[src/rtl/keccak_word_serializer.sv]
// Captures one wide Keccak output and returns OUT_W-bit words either by
// registered random access or as a valid/ready streamed burst.
module keccak_word_serializer #(
    parameter  int IN_W  = 512,
    parameter  int OUT_W = 32,
    localparam int N     = IN_W / OUT_W,
    localparam int IDX_W = (N > 1) ? $clog2(N) : 1
) (
    input  logic               clk,
    input  logic               reset,
    input  logic               load,
    input  logic [IN_W-1:0]    in_data,
    output logic               buf_full,
    input  logic               rd_en,
    input  logic [IDX_W-1:0]   rd_idx,
    output logic [OUT_W-1:0]   rd_data,
    output logic               rd_valid,
    input  logic               start,
    input  logic [IDX_W:0]     len,
    output logic [OUT_W-1:0]   out_data,
    output logic               out_valid,
    input  logic               out_ready,
    output logic               out_last,
    output logic               done,
    output logic               err
);

    localparam logic [0:0]     IDLE   = 1'b0;
    localparam logic [0:0]     STREAM = 1'b1;
    localparam logic [IDX_W:0] N_LEN  = (IDX_W + 1)'(N);

    logic [0:0]       state_q, state_d;
    logic [IN_W-1:0]  buf_q, buf_d;
    logic             buf_full_q, buf_full_d;
    logic [OUT_W-1:0] rd_data_q, rd_data_d;
    logic             rd_valid_q, rd_valid_d;
    logic [OUT_W-1:0] out_data_q, out_data_d;
    logic             out_valid_q, out_valid_d;
    logic             out_last_q, out_last_d;
    logic             done_q, done_d;
    logic             err_q, err_d;
    logic [IDX_W-1:0] cnt_q, cnt_d;
    logic [IDX_W-1:0] last_q, last_d;

    logic [OUT_W-1:0] words [N];
    logic [IDX_W-1:0] sel_idx;
    logic [IDX_W-1:0] cnt_inc;
    logic [OUT_W-1:0] sel_word;
    logic [IDX_W:0]   req_len;
    logic [IDX_W:0]   eff_len;
    logic             len_over;

    for (genvar k = 0; k < N; k++) begin : g_words
        assign words[k] = buf_q[k*OUT_W +: OUT_W];
    end

    assign cnt_inc  = cnt_q + 1'b1;
    assign sel_word = words[sel_idx];

    // One shared word mux: IDLE serves reads or the first burst word, STREAM the next word.
    always_comb begin
        sel_idx = cnt_inc;
        if (state_q == IDLE) begin
            sel_idx = start ? '0 : rd_idx;
        end
    end

    always_comb begin
        req_len  = (len == '0) ? N_LEN : len;
        len_over = (req_len > N_LEN);
        eff_len  = len_over ? N_LEN : req_len;
    end

    always_comb begin
        state_d     = state_q;
        buf_d       = buf_q;
        buf_full_d  = buf_full_q;
        rd_data_d   = rd_data_q;
        rd_valid_d  = 1'b0;
        out_data_d  = out_data_q;
        out_valid_d = out_valid_q;
        out_last_d  = out_last_q;
        done_d      = 1'b0;
        err_d       = err_q;
        cnt_d       = cnt_q;
        last_d      = last_q;

        case (state_q)
            IDLE: begin
                if (load) begin
                    buf_d      = in_data;
                    buf_full_d = 1'b1;
                    err_d      = 1'b0;
                end else if (start) begin
                    if (buf_full_q) begin
                        state_d     = STREAM;
                        cnt_d       = '0;
                        last_d      = IDX_W'(eff_len - 1'b1);
                        out_valid_d = 1'b1;
                        out_data_d  = sel_word;
                        out_last_d  = (eff_len == (IDX_W + 1)'(1));
                        if (len_over) begin
                            err_d = 1'b1;
                        end
                    end else begin
                        err_d = 1'b1;
                    end
                end else if (rd_en) begin
                    rd_valid_d = 1'b1;
                    if (({1'b0, rd_idx} >= N_LEN) || !buf_full_q) begin
                        rd_data_d = '0;
                        err_d     = 1'b1;
                    end else begin
                        rd_data_d = sel_word;
                    end
                end
            end
            default: begin
                if (load) begin
                    err_d = 1'b1;
                end
                if (out_valid_q && out_ready) begin
                    if (cnt_q == last_q) begin
                        state_d     = IDLE;
                        out_valid_d = 1'b0;
                        out_last_d  = 1'b0;
                        done_d      = 1'b1;
                        buf_full_d  = 1'b0;
                    end else begin
                        cnt_d      = cnt_inc;
                        out_data_d = sel_word;
                        out_last_d = (cnt_inc == last_q);
                    end
                end
            end
        endcase
    end

    always_ff @(posedge clk or negedge reset) begin
        if (!reset) begin
            state_q     <= IDLE;
            buf_q       <= '0;
            buf_full_q  <= 1'b0;
            rd_data_q   <= '0;
            rd_valid_q  <= 1'b0;
            out_data_q  <= '0;
            out_valid_q <= 1'b0;
            out_last_q  <= 1'b0;
            done_q      <= 1'b0;
            err_q       <= 1'b0;
            cnt_q       <= '0;
            last_q      <= '0;
        end else begin
            state_q     <= state_d;
            buf_q       <= buf_d;
            buf_full_q  <= buf_full_d;
            rd_data_q   <= rd_data_d;
            rd_valid_q  <= rd_valid_d;
            out_data_q  <= out_data_d;
            out_valid_q <= out_valid_d;
            out_last_q  <= out_last_d;
            done_q      <= done_d;
            err_q       <= err_d;
            cnt_q       <= cnt_d;
            last_q      <= last_d;
        end
    end

    assign buf_full  = buf_full_q;
    assign rd_data   = rd_data_q;
    assign rd_valid  = rd_valid_q;
    assign out_data  = out_data_q;
    assign out_valid = out_valid_q;
    assign out_last  = out_last_q;
    assign done      = done_q;
    assign err       = err_q;

endmodule

[config.mk]
export PLATFORM = sky130hd
export DESIGN_NAME = keccak_word_serializer
export DESIGN_NICKNAME = d
export VERILOG_FILES = /design/src/rtl/keccak_word_serializer.sv
export SDC_FILE = /design/constraint.sdc
export NUM_CORES = 1
export LEC_CHECK = 0
export CORE_ASPECT_RATIO = 0.5
export CORE_UTILIZATION = 55
export CTS_CLUSTER_DIAMETER = 120
export DETAILED_ROUTE_END_ITERATION = 8
export PLACE_DENSITY = 0.83
export SETUP_SLACK_MARGIN = 0.4
export SYNTH_ARGS = -nofsm -noshare
export SYNTH_HDL_FRONTEND = slang
export SYNTH_SLANG_ARGS = --single-unit
[constraint.sdc]
create_clock -name clk -period 4.46 [get_ports clk]
set_clock_uncertainty 0.1 [all_clocks]
set_input_delay 0.669 -clock clk [delete_from_list [all_inputs] [get_ports clk]]
set_output_delay 0.669 -clock clk [all_outputs]
set_load 0.05 [all_outputs]
==> results by group <==
Status
  – Status: finished, final reports clean

Synthesis
  – Mapped Nets: 2,650
  – Cell area after synthesis: 27,100 sq um
  – Top cell type by total area after synthesis: dfrtp_1
  – Synthesized area per cell: 12.8 sq um
  – Synth unique cells: 43
  – Ys Warns: 0
  – Top post-synthesis cells by area: dfrtp_1 (54%), mux2_2 (26%), nand3_1 (4.8%), o211ai_1 (3.6%), o21ai_0 (2.3%)
  – Yosys top cell area share: 54.5%
  – Sequential area share after synthesis: 54.5%
  – Post-synthesis cell count: 2,120
  – Synthesized flop and latch total: 591

Route
  – WL per Instance: 28.0 um
  – DRT Pass-1 Iters: 6
  – Vias: 21,300
  – DR iter-0 viols: 2,265
  – # DRC: 0
  – Final ANT Viol Nets: 0
  – Detailed Route WL: 95,000 um
  – Routed vias/inst: 6.29

Finish
  – Non-filler instance count after layout: 3,388
  – Nets: 3,167
  – Area grow syn2layout: 31.8%
  – Proportion of layout cells with a drive suffix above 1: 29.3%
  – Design Area, Final: 35,800 sq um
  – Fillers: 3,175
  – Final design utilization: 73.6%

Placement
  – DPL Wire Length: 66,200 um
  – Area after DPL: 33,800 sq um
  – Post-Place Cells: 3,232
  – I/O Buffers: 596
  – Routability cong.: 0.940

Power and ir drop
  – PwrDens: 785 nW/um^2
  – Power, Total: 0.0281 W
  – Pleak: 14.2 nW
  – Peak supply drop: 0.481 mV

Critical path
  – Crit path kind: reg -> reg
  – Critical Path End Type: flip-flop
  – Crit start category: flip-flop
  – Crit path required time: 4.88 ns
  – Critical path fanouts, max: 22
  – Arrival time at the worst endpoint: 3.89 ns

Clock network
  – Clk sinks: 591
  – Clock latency at the later pin of the worst-skew pair: 0.60 ns
  – Max Buffers Root-to-Sink: 3
  – Post-CTS Setup Bufs: 0
  – CTS resizes: 0
  – CTS tree: done
  – CTS Buf Count: 52
  – # hold bufs at CTS: 0
  – H-Tree Depth: 2
  – Clock Pin Slew Worst Setup and Hold Paths: 0.07 ns
  – Root buffer cell: clkbuf_16

Floorplanning
  – Num rows: 57
  – Initial core utilization: 55.8%
  – Die Height: 159 um
  – Die width: 316 um
  – Die ar.: 50,300 sq um
  – IO Pins: 597
  – Core footprint: 48,600 sq um

Global routing
  – GR Overflow Total: 0
  – Global-route wire length before repair: 138,000 um
  – Initial antenna violation count: 60
  – Total track usage: 37.1%
  – Vias in the first global route: 21,400
  – Largest net degree at the start of global routing: 145

Timing
  – Worst slew pin tran: 1.03 ns
  – RSZ-0062 raised after global routing: false
  – Fmax: 288 MHz
  – Final Max Slew Viols: 0
  – Tcrit/Tclk final: 77.9%
  – Final setup fails: 0
  – Hold Fails Final Rpt: 0
  – TNS Setup: 0 ns
  – Slew margin rel.: 31.5%
  – Crit path time final: 3.48 ns

Min path
  – Hold Crit Class: in -> async

Flow run
  – Max-cap violations: 0
==> path summary, 6_finish.rpt <==
path / from / endpoint / slack (ns) / depth (start not counted)
max: cnt_q[0] / out_data[6] / 0.98 / 8
min: reset / buf_q[214] / 0.03 / 1
max reg2reg: cnt_q[0] / out_data[6] / 0.98 / 8
min reg2reg: buf_q[265] / buf_q[265] / 0.40 / 1
max in group asynchronous: reset / buf_q[71] / 3.05 / 2
min in group clk: buf_q[265] / buf_q[265] / 0.40 / 1
==> synth_stat cells, drive strengths merged <==
cell type / number
ha: 3
and2: 2
a22o: 32
a211oi: 2
o211ai: 129
nand2b: 3
xnor2: 5
a21oi: 4
a21boi: 2
or3: 1
and3b: 1
buf: 56
a21o: 2
nor4bb: 1
xor2: 3
inv: 9
o21ai: 136
nand3b: 2
nor2b: 6
and3: 3
nor4: 1
a31oi: 5
clkbuf: 125
or3b: 2
o22ai: 1
nand3: 260
mux2: 674
nor3b: 1
nand4: 32
dfrtp: 591
nor3: 3
nand2: 10
nor2: 12
or2: 1
==> through the flow <==
| step | setup slack, ns | hold WS [ns] |
|---|---|---|
| floorplan | 1.95 | 0.273 |
| global placement | 0.596 | 0.383 |
| detailed placement | 0.615 | 0.389 |
| CTS | 1.13 | 0.0650 |
| global route | 0.899 | 0.0775 |
| finish | 0.985 | 0.0322 |
==> critical path: stages (launching register included) <==
cell and delay [ns]:
dfrtp_1 0.57, ha_1 0.36, nor2b_1 0.11, o21ai_0 0.41, and3_1 0.93, buf_4 0.40, o211ai_1 0.14, nand4_1 0.17
mux2_2 0.19
==> logic make-up after synthesis <==
kind of cell	share of synthesized area, %
buffers and inverters	3.13
XOR/XNOR	0.258
flip-flops	54.5
multiplexers	28.0
AO/OA/AOI/OAI	7.49
adder cells (fa/ha/maj)	0.138
AND/OR/NAND/NOR	6.55
==> where the power goes <==
part	switching (W)	internal (W)	leakage [nW]
sequential	0.00170	0.00812	6.96
clock	0.00209	0.00279	0.886
combinational	0.00760	0.00579	6.35
==> flip-flops by register name (all words and copies together) (netlist names) <==
name and count:
done 1, rd_valid 1, buf_full 1, rd_data 32, out_last 1, err 1
buf_q 512, state_q 1, cnt_q 4, out_data 32, out_valid 1, last_q 4
==> area by class of cell <==
class | count | area (sq um) | area share, %
antenna | 63 | 158 | 0.441
clock buffer | 72 | 1490 | 4.16
clock inverter | 21 | 310 | 0.867
inverter | 9 | 33.8 | 0.0944
multi-input combinational | 1339 | 11600 | 32.4
sequential | 591 | 14800 | 41.3
tap | 649 | 812 | 2.27
timing repair buffer | 644 | 6590 | 18.4
==> cells in the final DEF, fill, tap and decap left out, types with 32 or more instances in the layout <==
cell type and count:
clkbuf_16 53, nand4_1 32, diode_2 63, nand3_1 260
mux2_2 636, mux2_1 38, o211ai_1 129, a22o_1 32
clkdlybuf4s50_1 595, dfrtp_1 591, o21ai_0 127
==> layer usage <==
metal / share of wire, % / vias up / global-route usage [%]
met5: 0.048 / - / 0
met4: 6.3 / 6 / 24.3
met3: 9.3 / 330 / 8.99
met2: 47 / 1206 / 57.2
met1: 37 / 10800 / 47.1
li1: - / 8940 / -
Power figures use the tool's default switching activity.
